===== src/rtl/seq_shifter_if.sv =====
// Start/ready/done handshake plus operand and result bus for the multi-cycle shifter.
interface seq_shifter_if #(
  parameter int WIDTH   = 32,
  parameter int SHAMT_W = $clog2(WIDTH)
);
  logic               start;
  logic [1:0]         mode;
  logic [WIDTH-1:0]   operand;
  logic [SHAMT_W-1:0] shamt;
  logic               ready;
  logic               busy;
  logic               done;
  logic [WIDTH-1:0]   result;

  modport master (
    output start, mode, operand, shamt,
    input  ready, busy, done, result
  );

  modport slave (
    input  start, mode, operand, shamt,
    output ready, busy, done, result
  );
endinterface


===== src/rtl/seq_shifter.sv =====
// Multi-cycle SLL/SRL/SRA/ROR unit that moves at most STEP bit positions per clock,
// so the control FSM can stall on ready/done instead of paying for a full barrel shifter.
module seq_shifter #(
  parameter int WIDTH   = 32,
  parameter int SHAMT_W = $clog2(WIDTH),
  parameter int STEP    = 1
) (
  input logic          clk,
  input logic          rst_n,
  seq_shifter_if.slave bus
);

  localparam logic [1:0] MODE_SLL = 2'b00;
  localparam logic [1:0] MODE_SRL = 2'b01;
  localparam logic [1:0] MODE_SRA = 2'b10;
  localparam logic [SHAMT_W:0] STEP_K = (SHAMT_W+1)'(STEP);

  typedef enum logic [1:0] {
    IDLE,
    SHIFT,
    DONE
  } state_t;

  state_t             state;
  logic [WIDTH-1:0]   work;
  logic [1:0]         mode_q;
  logic               sign_q;
  logic [SHAMT_W-1:0] remaining;
  logic               ready_q;
  logic               busy_q;
  logic               done_q;
  logic [WIDTH-1:0]   result_q;

  logic [SHAMT_W:0]   rem_ext;
  logic [SHAMT_W:0]   k;
  logic               last_step;
  logic [WIDTH-1:0]   next_work;

  // Small mux over 0..STEP positions; SRA fills from the sign captured at start.
  function automatic logic [WIDTH-1:0] shift_step(
    input logic [WIDTH-1:0] w,
    input logic [1:0]       m,
    input logic             s,
    input logic [SHAMT_W:0] amt
  );
    logic [WIDTH-1:0]   r;
    logic [2*WIDTH-1:0] ext;
    r   = w;
    ext = {{WIDTH{s}}, w};
    for (int i = 1; i <= STEP; i++) begin
      if (amt == (SHAMT_W+1)'(i)) begin
        case (m)
          MODE_SLL: r = w << i;
          MODE_SRL: r = w >> i;
          MODE_SRA: r = ext[i +: WIDTH];
          default:  r = (w >> i) | (w << (WIDTH - i));
        endcase
      end
    end
    return r;
  endfunction

  always_comb begin
    rem_ext   = {1'b0, remaining};
    k         = (rem_ext < STEP_K) ? rem_ext : STEP_K;
    last_step = (rem_ext <= STEP_K);
    next_work = shift_step(work, mode_q, sign_q, k);
  end

  always_ff @(posedge clk) begin
    if (!rst_n) begin
      state     <= IDLE;
      work      <= '0;
      mode_q    <= '0;
      sign_q    <= 1'b0;
      remaining <= '0;
      ready_q   <= 1'b1;
      busy_q    <= 1'b0;
      done_q    <= 1'b0;
      result_q  <= '0;
    end else begin
      case (state)
        IDLE: begin
          done_q <= 1'b0;
          if (bus.start) begin
            work    <= bus.operand;
            mode_q  <= bus.mode;
            sign_q  <= bus.operand[WIDTH-1];
            ready_q <= 1'b0;
            busy_q  <= 1'b1;
            if (bus.shamt == '0) begin
              state     <= DONE;
              done_q    <= 1'b1;
              result_q  <= bus.operand;
              remaining <= '0;
            end else begin
              state     <= SHIFT;
              remaining <= bus.shamt;
            end
          end
        end
        SHIFT: begin
          work <= next_work;
          if (last_step) begin
            state     <= DONE;
            done_q    <= 1'b1;
            result_q  <= next_work;
            remaining <= '0;
          end else begin
            remaining <= remaining - k[SHAMT_W-1:0];
          end
        end
        DONE: begin
          state   <= IDLE;
          done_q  <= 1'b0;
          busy_q  <= 1'b0;
          ready_q <= 1'b1;
        end
        default: begin
          state   <= IDLE;
          done_q  <= 1'b0;
          busy_q  <= 1'b0;
          ready_q <= 1'b1;
        end
      endcase
    end
  end

  assign bus.ready  = ready_q;
  assign bus.busy   = busy_q;
  assign bus.done   = done_q;
  assign bus.result = result_q;

endmodule

===== src/flat_wrapper.sv =====
// flat-port wrapper written by rule: the top's interface ports become plain ports
module seq_shifter_flat 
#(
  parameter int WIDTH   = 32,
  parameter int SHAMT_W = $clog2(WIDTH),
  parameter int STEP    = 1
)
  (clk, rst_n, bus_start, bus_mode, bus_operand, bus_shamt, bus_ready, bus_busy, bus_done, bus_result);
  seq_shifter_if #(.WIDTH(WIDTH), .SHAMT_W(SHAMT_W)) bus_i ();
  input logic clk;
  input logic rst_n;
  input wire logic [$bits(bus_i.start)-1:0] bus_start;
  input wire logic [$bits(bus_i.mode)-1:0] bus_mode;
  input wire logic [$bits(bus_i.operand)-1:0] bus_operand;
  input wire logic [$bits(bus_i.shamt)-1:0] bus_shamt;
  output wire logic [$bits(bus_i.ready)-1:0] bus_ready;
  output wire logic [$bits(bus_i.busy)-1:0] bus_busy;
  output wire logic [$bits(bus_i.done)-1:0] bus_done;
  output wire logic [$bits(bus_i.result)-1:0] bus_result;
  assign bus_i.start = bus_start;
  assign bus_i.mode = bus_mode;
  assign bus_i.operand = bus_operand;
  assign bus_i.shamt = bus_shamt;
  assign bus_ready = bus_i.ready;
  assign bus_busy = bus_i.busy;
  assign bus_done = bus_i.done;
  assign bus_result = bus_i.result;
  seq_shifter #(.WIDTH(WIDTH), .SHAMT_W(SHAMT_W), .STEP(STEP)) u_core (.clk(clk), .rst_n(rst_n), .bus(bus_i));
endmodule

===== config.mk =====
export PLATFORM = sky130hd
export DESIGN_NAME = seq_shifter_flat
export DESIGN_NICKNAME = d
export VERILOG_FILES = /design/src/rtl/seq_shifter_if.sv /design/src/rtl/seq_shifter.sv /design/src/flat_wrapper.sv
export SDC_FILE = /design/constraint.sdc
export NUM_CORES = 1
export LEC_CHECK = 0
export CAP_MARGIN = 20
export CORE_MARGIN = 2
export CORE_UTILIZATION = 50
export CTS_BUF_LIST = sky130_fd_sc_hd__clkbuf_2 sky130_fd_sc_hd__clkbuf_4 sky130_fd_sc_hd__clkbuf_8
export CTS_CLUSTER_SIZE = 24
export DETAILED_ROUTE_END_ITERATION = 10
export DONT_BUFFER_PORTS = 1
export GPL_ROUTABILITY_DRIVEN = 0
export PLACE_DENSITY = 0.72
export SYNTH_ARGS = -nofsm -noshare
export SYNTH_HDL_FRONTEND = slang
export SYNTH_SLANG_ARGS = --single-unit

===== constraint.sdc =====
create_clock -name clk -period 2.5 [get_ports clk]
set_input_delay 0.25 -clock clk [delete_from_list [all_inputs] [get_ports clk]]
set_output_delay 0.25 -clock clk [all_outputs]
set_load 0.03 [all_outputs]

==> impl_summary.md, run 1 <==
STA
The worst slew margin relative to its limit is 29.8%. Setup repair after global routing left no endpoint under its margin. In the finished design, the share of the clock period the worst path needs comes to 93.7%. The highest attainable clock frequency is 427 MHz. The final-report max-slew violation count is 0. Setup violations remaining at the end of the flow were counted as 0. The number of hold violations in the final report is 0. The actual slew at the worst max-slew pin is 1050 ps. Final hold analysis gives a worst-case slack of 23.0 ps.

Setup total negative slack on the finished layout was measured at 0 ps. The setup skew after layout is 7.21 ps. The worst path in the final design needs a cycle of 2340 ps, including I/O delays and setup.

Yosys
Among all flip-flop cells after synthesis, the most frequent one is dfxtp_1. Counting flops with a built-in enable in the synthesized netlist gives 0. The async set-reset flop share out of synthesis is 0%.

Sequential elements use 38.5% of the synthesized area. The cell count after synthesis is 485. Averaged over all synthesized cells, the footprint is 8.27 sq um. The cell area that synthesis handed to floorplanning was 4010 sq um. The net count of the mapped netlist is 529. The number of distinct library cells after synthesis is 45. For this run, the number of Yosys warnings is 0.

Counting flops and latches in the post-synthesis netlist gives 77.

Clocking
The number of buffers created by CTS is 9. The clock root buffer is clkbuf_8. The post-cts repair resize count is 0. Post-CTS timing repair inserted 0 buffers for setup. The count of H-tree levels built during CTS is 3. After clock tree synthesis, the clock-pin slew on the worst setup and hold paths is 80 ps. The latest clock arrival within the worst-skew pair is 360 ps. For this design, the CTS-stage hold fixing added 0 buffers. For this design, the sink count on the clock tree is 77. The maximum buffer depth of the clock tree is 2. TritonCTS built the clock tree.

Status
The flow ran to the end, and the final reports show no timing, DRC or antenna violations.

Layout
In the layout the commonest cells are a21oi_1, dfxtp_1, o21ai_0. The count of placed standard cells in the final layout, fillers left out is 570. The count of inserted antenna diode cells is 0. The combined area of the multi-input logic cells is 2230 sq um. The commonest non-fill, non-tap cell in the layout is a21oi_1. The post-route netlist has 14.7% of its cells at a drive strength greater than 1.

The area taken by flip-flops and latches is 1540 sq um. The final net count is 507. Fill cells in the final layout number 702. The layout overhead on the synthesized area is 7.62%. The area of all placed cells without fillers is 4310 sq um.

GRT
The number of global-route vias before repair is 3639. Summed over all layers, the global routing overflow is 0. The initial antenna violation count is 0.

The first global-routing pass estimated 18.8 mm of wire. Global routing used 27.3% of the available tracks. The maximum number of pins on one net before global-route repair is 41.

Drt
The detailed router placed 3928 vias in this run. In the routed layout, each cell is associated on average with a via count of 6.89. Dividing the detail-routed wire length by the instance count gives 21.0 microns. Once detail routing completed, the nets flagged for antenna violations numbered 0. For this run, the detailed router's first-pass iteration total came to 5. The first routing iteration left 364 violations. After detailed routing, the number of remaining DRC violations is 0. For this block, the routed nets add up to 12.0 mm of wire.

Worst hold path
The class of the tightest hold or removal check is input pin to flop.

Setup path
The slowest stage of the critical path belongs to the cell or2_1. Of all nets on the critical path, the largest fanout is 27. At the worst endpoint, the required time is 2770 ps. The delay contributed by the slowest stage of the critical path is 610 ps.

STA classifies the critical path startpoint as a flop. The worst setup path category is flop to flop. Traced cell by cell, the critical path runs through or4_4, or2_1, a311o_1, a311oi_1. STA puts the critical path data arrival time at 2610 ps. STA classifies the critical path endpoint as a flop.

Pwr
The overall power of the completed layout is 3.67 mW. The part of the power in combinational logic is 25.6%. The peak supply drop is 369 uV. The power per standard cell area is 850 nW/um^2.

The design internal power is 2.33 mW. The part of the total power dissipated in the clock network is 30.0%. Of the total power, the share spent switching nets is 36.4%. Sequential cells account for 44.3% of the total power. In this run the power spent charging and discharging nets is 1.34 mW. The analysis attributes to cell leakage a power of 1.44 nW.

Placed design
The post-detailed-placement half-perimeter wirelength is 7.41 mm. The standard cell area after detailed placement is 4090 sq um. In this run, placement finished with an instance count of 554. Input and output buffers added on the ports amount to 0.

Floorplan
Once the floorplan was initialized, standard cells occupied 51.6% of the core. The floorplan has 32 rows. The die outline width is 93.5 microns.

In this run the standard cell core region covers 7770 sq um. 77 I/O pins were placed. The die covers 8750 sq um. Measured along the y axis, the die boundary spans 93.5 microns.

Run
Across the run, the number of max-cap violations was 0.
state kept, by name, indices dropped and copies added (netlist names):
signal and count:
u_core.bus.ready 1, u_core.bus.done 1, u_core.work 32, u_core.remaining 5, u_core.bus.result 32, u_core.mode_q 2
u_core.state 2, u_core.bus.busy 1, u_core.sign_q 1
worst paths after layout:
| path | startpoint | end | slack [ps] | depth (start not counted) |
|---|---|---|---|---|
| worst min-delay path | rst_n | u_core.work[17]$_SDFFE_PN0P_ | 20 | 2 |
| worst max register to register | u_core.remaining[4]$_SDFFE_PN0P_ | u_core.bus.result[10]$_SDFFE_PN0P_ | 160 | 4 |
| worst min register to register | u_core.sign_q$_SDFFE_PN0P_ | u_core.sign_q$_SDFFE_PN0P_ | 540 | 2 |
| worst max-delay path | u_core.remaining[4]$_SDFFE_PN0P_ | u_core.bus.result[10]$_SDFFE_PN0P_ | 160 | 4 |
cells in the mapped netlist, types with 2 or more instances:
library cell / n / area [sq um]
a211oi_1: 4 / 30.0
a21o_1: 2 / 15.0
a21oi_1: 86 / 430
a221oi_1: 2 / 17.5
a311o_1: 24 / 240
a311oi_1: 13 / 114
a311oi_2: 17 / 255
a31oi_1: 8 / 50.1
a32oi_1: 2 / 17.5
buf_1: 2 / 7.51
buf_2: 5 / 25.0
buf_6: 3 / 33.8
clkbuf_1: 42 / 158
dfxtp_1: 77 / 1540
ha_1: 2 / 25.0
inv_1: 8 / 30.0
mux2_2: 6 / 67.6
mux2i_1: 3 / 30.0
nand2_1: 35 / 131
nand2b_1: 3 / 18.8
nand3_1: 2 / 10.0
nor2_1: 15 / 56.3
nor2b_1: 2 / 12.5
nor3_1: 28 / 140
o211ai_1: 6 / 45.0
o21ai_0: 62 / 310
o22ai_1: 2 / 12.5
or3_1: 6 / 37.5
or3b_2: 2 / 17.5
per-layer routing:
metal / GRT usage [%] / up-vias / routed length [microns] / share of wire [%]
met3: 7.74 / 17 / 1070 / 8.9
met2: 41.2 / 189 / 5520 / 46
li1: - / 1815 / - / -
met1: 37.4 / 1907 / 5250 / 44
met5: 0 / - / 0 / 0
met4: 9.18 / 0 / 161 / 1.3
power by group through the flow:
stage	combinational [mW]	sequential (mW)	clock [mW]
after CTS	0.924	1.62	1.10
final	0.941	1.63	1.10
after detailed placement	0.921	1.65	0
after floorplan	0.748	1.60	0
after global placement	0.907	1.65	0
after global routing	1.03	1.65	1.16
layout make-up:
type | instances | area share, %
multi-input cells | 348 | 51.7
flip-flops and latches | 77 | 35.7
clock buffers | 12 | 3.68
repair buffers | 19 | 3.60
well taps | 102 | 2.96
clock inverters | 4 | 1.62
inverters | 8 | 0.696
worst max-delay path, delay by kind of cell, from the launching register on:
family / cells / cell delay [ps]
AND/OR/NAND/NOR: 2 / 1140
AO/OA/AOI/OAI: 2 / 750
flip-flops: 1 / 330
cell families (layout without fill, tap and decap cells):
kind of cell	after synthesis	after routing	share of synthesized area (%)
AOI/OAI and AO/OA	238	238	40.4
and+or+nand+nor	99	99	11.7
adders and majority gates	2	2	0.624
DFF	77	77	38.5
buffers and inverters	60	43	6.34
muxes	9	9	2.43
metrics by stage:
stage	utilization [%]	worst slack [ps]
2_1_floorplan	-	606
3_3_place_gp	52.6	238
3_5_place_dp	52.6	236
4_1_cts	55.5	222
5_1_grt	55.5	72.5
6_report	55.5	157
Power figures use the tool's default switching activity.
==> inputs of run 2 (changes only) <==
SETUP_SLACK_MARGIN = 0.4   (was unset)
==> run 2 against run 1 <==
  * Combinational power up 2%
  * Clock-buffer cell count unchanged
  * Clock skew down 1.2 ps
  * First-iteration DRC count down 19%
  * Worst hold slack better by 0.67 ps
  * Clock power about the same
  * Setup slack better by 310 ps
  * Via count about the same
==> impl_summary.md, run 2 (same netlist as run 1, synthesis figures left out) <==
Clocking
The count of H-tree levels built during CTS is 3 (unchanged). The maximum buffer depth of the clock tree is 2 (unchanged). The number of buffers created by CTS was 9 (unchanged). The total number of clock tree sinks came to 77 (unchanged).

The clock-pin transition on the worst setup and hold timing paths is 80 ps (about the same). The latest clock arrival within the worst-skew pair is 360 ps (about the same). The clock root buffer is clkbuf_8 (unchanged). The total setup buffers inserted after CTS is 0 (unchanged). The TritonCTS clock tree is done (unchanged).

STA
Setup repair after global routing missed its margin: no (unchanged). The worst hold margin was 23.6 ps (was 23.0 ps). The summed negative setup slack over all endpoints is 0 ps (unchanged). The final cycle utilization of the critical path is 81.3% (was 93.7%). The worst slew margin relative to its limit is 52.4% (was 29.8%).

The setup skew after layout is 6.00 ps (was 7.21 ps). The final critical delay including setup and external delays is 2030 ps (was 2340 ps). The final-report max-slew violation count came to 0 (unchanged).

The highest attainable clock frequency is 492 MHz (was 427 MHz). The actual slew at the worst max-slew pin came to 712 ps (was 1050 ps). The number of hold violations in the final report is 0 (unchanged). The final setup violation count is 0 (unchanged). The final critical-path setup slack is 468 ps (was 157 ps).

GRT
The global routing usage summed across all routing layers is 27.3% (unchanged). The number of global-route vias before repair is 3639 (unchanged). The global-route wire length before repair was 18.8 mm (unchanged). The initial antenna violation count is 0 (unchanged).

The sum of overflow across all layers after global routing is 0 (unchanged). The maximum number of pins on one net before global-route repair is 41 (unchanged).

Layout
The commonest non-fill, non-tap cell in the layout is a21oi_1 (unchanged). Commonest cells after routing, fill and taps aside: a21oi_1, dfxtp_1, o21ai_0 (unchanged). The count of placed standard cells in the final layout, fillers left out came to 570 (unchanged). The final net count is 507 (unchanged). The count of inserted antenna diode cells is 0 (unchanged). The layout overhead on the synthesized area is 8.40% (was 7.62%). The ratio of cells with drive above 1 in the final layout is 15.6% (was 14.7%). The area of all placed cells without fillers was 4350 sq um (was 4310 sq um).

Worst hold path
The startpoint of the worst hold path is rst_n (unchanged). The worst hold path cell count is 2 (unchanged). The class of the tightest hold or removal check is input pin to flop (unchanged). The end point of the worst hold path is u_core.work[17]$_SDFFE_PN0P_ (unchanged).

Setup path
The worst setup path category is flop to flop (unchanged). The data required time at the worst endpoint is 2770 ps (about the same). The element type at the critical path end is a flop (unchanged). The depth of the worst register-to-register path is 6 (was 4).

The nature of the critical path startpoint is a flop (unchanged). The worst endpoint data arrival time is 2300 ps (was 2610 ps). The worst flop-to-flop path endpoint is u_core.bus.result[30]$_SDFFE_PN0P_ (was u_core.bus.result[10]$_SDFFE_PN0P_). The reg2reg setup slack came to 470 ps (was 160 ps). The start of the worst register-to-register path is u_core.remaining[4]$_SDFFE_PN0P_ (unchanged).

The largest driver fanout on the critical path is 38 (was 27).

Placed design
The post-detailed-placement half-perimeter wirelength is 7.41 mm (unchanged). The standard cell area after detailed placement is 4090 sq um (unchanged). The post-placement worst setup slack is 236 ps (unchanged).

The number of instances in the placed design is 554 (unchanged). The number of port buffers is 0 (unchanged).

Drt
The vias per cell is 6.89 (about the same). The DRC violation count after routing is 0 (unchanged). The total wirelength of the detailed-routed design is 12.0 mm (about the same). The total via count after detailed routing is 3926 (was 3928).

The number of nets with antenna violations after detailed routing is 0 (unchanged). The post-detailed-route wirelength per cell is 21.1 microns (was 21.0 microns). The first-iteration detailed-routing DRC count was 296 (was 364). The number of iterations in the first detailed-routing pass is 5 (unchanged).

Pwr
The power per standard cell area is 847 nW/um^2 (was 850 nW/um^2). The peak supply drop was 369 uV (about the same). The leakage component of the power is 1.45 nW (was 1.44 nW).

Floorplan
The die outline width came to 93.5 microns (unchanged). The height of the die came to 93.5 microns (unchanged). The initial core utilization is 51.6% (unchanged).

The placeable core area is 7770 sq um (unchanged). The number of rows created at floorplan came to 32 (unchanged). The total I/O pin count was 77 (unchanged). The die outline area is 8750 sq um (unchanged).

Status
Run status: completed (unchanged).

Run
The total of max-cap violations is 0 (unchanged).
## run 2: per-stage QoR
step	utilization [%]	power, mW
3_3_place_gp	52.6	2.55
3_5_place_dp	52.6	2.57
5_1_grt	55.9	3.86
6_report	55.9	3.68
4_1_cts	55.6	3.65
2_1_floorplan	-	2.34
## run 2: worst max path at each step
stage                                     startpoint                                  to  depth (start not counted)
finish              u_core.remaining[4]$_SDFFE_PN0P_  u_core.bus.result[30]$_SDFFE_PN0P_                          6
global route        u_core.remaining[4]$_SDFFE_PN0P_    u_core.remaining[2]$_SDFFE_PN0P_                          7
CTS                 u_core.remaining[4]$_SDFFE_PN0P_   u_core.bus.result[2]$_SDFFE_PN0P_                          6
detailed placement  u_core.remaining[4]$_SDFFE_PN0P_  u_core.bus.result[10]$_SDFFE_PN0P_                          4
global placement    u_core.remaining[0]$_SDFFE_PN0P_         u_core.work[0]$_SDFFE_PN0P_                          3
floorplan           u_core.remaining[4]$_SDFFE_PN0P_  u_core.bus.result[23]$_SDFFE_PN0P_                          6
## run 2: timing repair
item	in CTS	in global routing
hold buffers	0	0
gates resized for setup	3	6
setup endpoints to repair	53	29
## run 2: worst max-delay path, stage by stage, from the launching register on
cell and delay (ps):
dfxtp_1 330, or4_4 560, buf_8 210, a21oi_2 180, buf_4 270, a21oi_1 110, a311oi_2 260
## run 2: area by class of cell
type / instances / area [sq um]
fillers: 701 / 3420
multi-input cells: 348 / 2250
flip-flops and latches: 77 / 1540
repair buffers: 19 / 166
clock buffers: 12 / 159
well taps: 102 / 128
clock inverters: 4 / 70.1
inverters: 8 / 30.0
## run 2: routing by layer
| metal | wire length (microns) | vias to the layer above | GRT usage (%) |
|---|---|---|---|
| met2 | 5520 | 219 | 41.2 |
| met3 | 1230 | 19 | 7.74 |
| met1 | 5080 | 1876 | 37.4 |
| met4 | 199 | 0 | 9.18 |
| li1 | - | 1812 | - |
| met5 | 0 | - | 0 |
## run 2: where the power goes
group / switching [mW] / internal (mW) / leakage [nW] / total [mW]
clock: 0.470 / 0.625 / 0.120 / 1.10
sequential: 0.257 / 1.37 / 0.636 / 1.63
combinational: 0.607 / 0.350 / 0.692 / 0.956
==> inputs of run 3 (changes only) <==
PLACE_DENSITY = 0.75   (was 0.72)
clock period = 1.85 ns   (was 2.5 ns; I/O delays follow)
==> run 3 against run 2 <==
  * The flow now finishes with violations (setup timing)
  * Power rose by 36%
  * Global-route usage rose by 1.6 points
  * Register-to-register slack worse by 580 ps
  * Sequential power is 34% higher
  * Via count rose by 4.1%
  * Die area unchanged
  * Final cell count up 4.2%
  * Worst hold slack got worse by 13 ps
  * Critical endpoint is now u_core.bus.result[18]$_SDFFE_PN0P_
  * Highest routed layer unchanged
==> impl_summary.md, run 3 (same netlist as run 1, synthesis figures left out) <==
Status
Run status: finished, violations left (was completed). The checks that failed: setup timing.

STA
The highest attainable clock frequency is 511 MHz (was 492 MHz). The actual slew at the worst max-slew pin is 568 ps (was 712 ps). The number of hold violations in the final report is 0 (unchanged).

The final critical delay including setup and external delays is 1960 ps (was 2030 ps). The setup skew after layout is 8.85 ps (was 6.00 ps). Setup repair after global routing missed its margin: yes (was no). The final critical-path setup slack is -108 ps (was 468 ps). The final cycle utilization of the critical path is 106% (was 81.3%). The final setup violation count is 27 (was 0).

The worst slew margin relative to its limit is 62.1% (was 52.4%). The final-report max-slew violation count is 0 (unchanged).

Pwr
The peak supply drop came to 564 uV (was 369 uV). The leakage component of the power was 1.60 nW (was 1.45 nW). The power per standard cell area is 1060 nW/um^2 (was 847 nW/um^2).

Placed design
The number of port buffers is 0 (unchanged). The post-detailed-placement half-perimeter wirelength came to 7.96 mm (was 7.41 mm). The number of instances in the placed design was 568 (was 554).

Floorplan
The die outline area is 8750 sq um (unchanged). The number of rows created at floorplan is 32 (unchanged). The height of the die is 93.5 microns (unchanged). The placeable core area is 7770 sq um (unchanged). The total I/O pin count is 77 (unchanged). The initial core utilization is 51.6% (unchanged). The die outline width is 93.5 microns (unchanged).

Drt
The total wirelength of the detailed-routed design is 12.6 mm (was 12.0 mm). The total via count after detailed routing is 4088 (was 3926). The vias per cell came to 6.88 (was 6.89). The post-detailed-route wirelength per cell was 21.3 microns (was 21.1 microns). The number of nets with antenna violations after detailed routing is 0 (unchanged).

The first-iteration detailed-routing DRC count came to 424 (was 296). The DRC violation count after routing came to 0 (unchanged). The number of iterations in the first detailed-routing pass is 5 (unchanged).

Run
The total of max-cap violations is 0 (unchanged).

Layout
The count of placed standard cells in the final layout, fillers left out is 594 (was 570). The number of fill cells in the layout is 662 (was 701). The final net count came to 531 (was 507). The commonest non-fill, non-tap cell in the layout is dfxtp_1 (was a21oi_1). The count of inserted antenna diode cells is 0 (unchanged). The share of the core filled with cells in the final layout is 60.9% (was 55.9%). The layout overhead on the synthesized area is 17.9% (was 8.40%).

Commonest cells after routing, fill and taps aside: dfxtp_1, a21oi_1, o21ai_0 (was a21oi_1, dfxtp_1, o21ai_0). The ratio of cells with drive above 1 in the final layout is 25.2% (was 15.6%).

GRT
The maximum number of pins on one net before global-route repair is 61 (was 41). The sum of overflow across all layers after global routing is 0 (unchanged). The number of global-route vias before repair is 3878 (was 3639). The initial antenna violation count is 0 (unchanged). The global-route wire length before repair is 19.8 mm (was 18.8 mm). The global routing usage summed across all routing layers came to 28.9% (was 27.3%).

Clocking
The maximum buffer depth of the clock tree was 2 (unchanged). The clock root buffer is clkbuf_8 (unchanged). The count of H-tree levels built during CTS is 3 (unchanged).

The number of buffers created by CTS was 9 (unchanged). The TritonCTS clock tree is done (unchanged). The latest clock arrival within the worst-skew pair is 350 ps (was 360 ps). The total number of clock tree sinks was 77 (unchanged). The clock-pin transition on the worst setup and hold timing paths is 80 ps (about the same).

Setup path
The largest driver fanout on the critical path is 11 (was 38). The nature of the critical path startpoint was a flop (unchanged). The data required time at the worst endpoint is 2120 ps (was 2770 ps). The element type at the critical path end is a flop (unchanged). The worst setup path category was flop to flop (unchanged). The worst endpoint data arrival time was 2230 ps (was 2300 ps).

Worst hold path
The class of the tightest hold or removal check is input pin to flop (unchanged).
-- run 3: cell count changes in the layout (fill, tap and decap cells not counted), sizes merged --
cell	delta
buf	+19
bufinv	-2
clkbuf	-2
clkinv	+2
clkinvlp	+2
dlygate4sd3	+5
-- run 3: worst max-delay path, stage by stage (launching register included) --
cell      delay, ps
dfxtp_2         330
or4_4           550
or2_4           280
buf_6           160
a311o_1         300
a311oi_2        250
-- run 3: cell type report --
type	count	area, sq um	share of cell area, %
Clock buffer	10	138	2.91
Tap cell	102	128	2.70
Sequential cell	77	1550	32.7
Clock inverter	6	38.8	0.820
Timing Repair Buffer	43	438	9.26
Inverter	8	30.0	0.635
Multi-Input combinational cell	348	2410	51.0
-- run 3: routing by layer --
layer	share of wire [%]	global-route usage, %	up-vias
met3	9.4	7.01	39
met1	42	37.4	1940
met5	0	0	-
met4	3.1	15.0	0
li1	-	-	1855
met2	46	44.6	254
-- run 3: metrics by stage --
step | total power, mW | setup TNS, ps | hold WS [ps] | cell area, sq um | worst slack (ps)
finish | 5.01 | -2030 | 10.6 | 4730 | -108
global route | 5.23 | -3320 | 22.0 | 4730 | -136
detailed placement | 3.60 | -3620 | 332 | 4250 | -175
CTS | 4.87 | -1790 | 3.94 | 4600 | -94.3
floorplan | 3.19 | -781 | 332 | 4030 | -44.1
global placement | 3.56 | -2290 | 330 | 4250 | -118
-- run 3: repair_timing --
action                                  CTS  global route
pin swaps                                17            13
endpoints found under the setup margin   71            71
endpoints found under the hold margin    39             0
buffers inserted                          3             1
resized for setup                        15            30
hold buffers                              6             0
-- run 3: final timing paths --
check                              startpoint                            endpoint  slack [ps]  depth (start not counted)
max reg2reg  u_core.remaining[4]$_SDFFE_PN0P_  u_core.bus.result[18]$_SDFFE_PN0P_        -110                          5
max          u_core.remaining[4]$_SDFFE_PN0P_  u_core.bus.result[18]$_SDFFE_PN0P_        -110                          5
min                            bus_operand[4]         u_core.work[4]$_SDFFE_PN0P_          10                          2
min reg2reg        u_core.sign_q$_SDFFE_PN0P_          u_core.sign_q$_SDFFE_PN0P_         510                          2
-- run 3: power breakdown --
| group | internal [mW] | switching, mW |
|---|---|---|
| Sequential | 1.85 | 0.338 |
| Clock | 0.519 | 0.663 |
| Combinational | 0.667 | 0.966 |
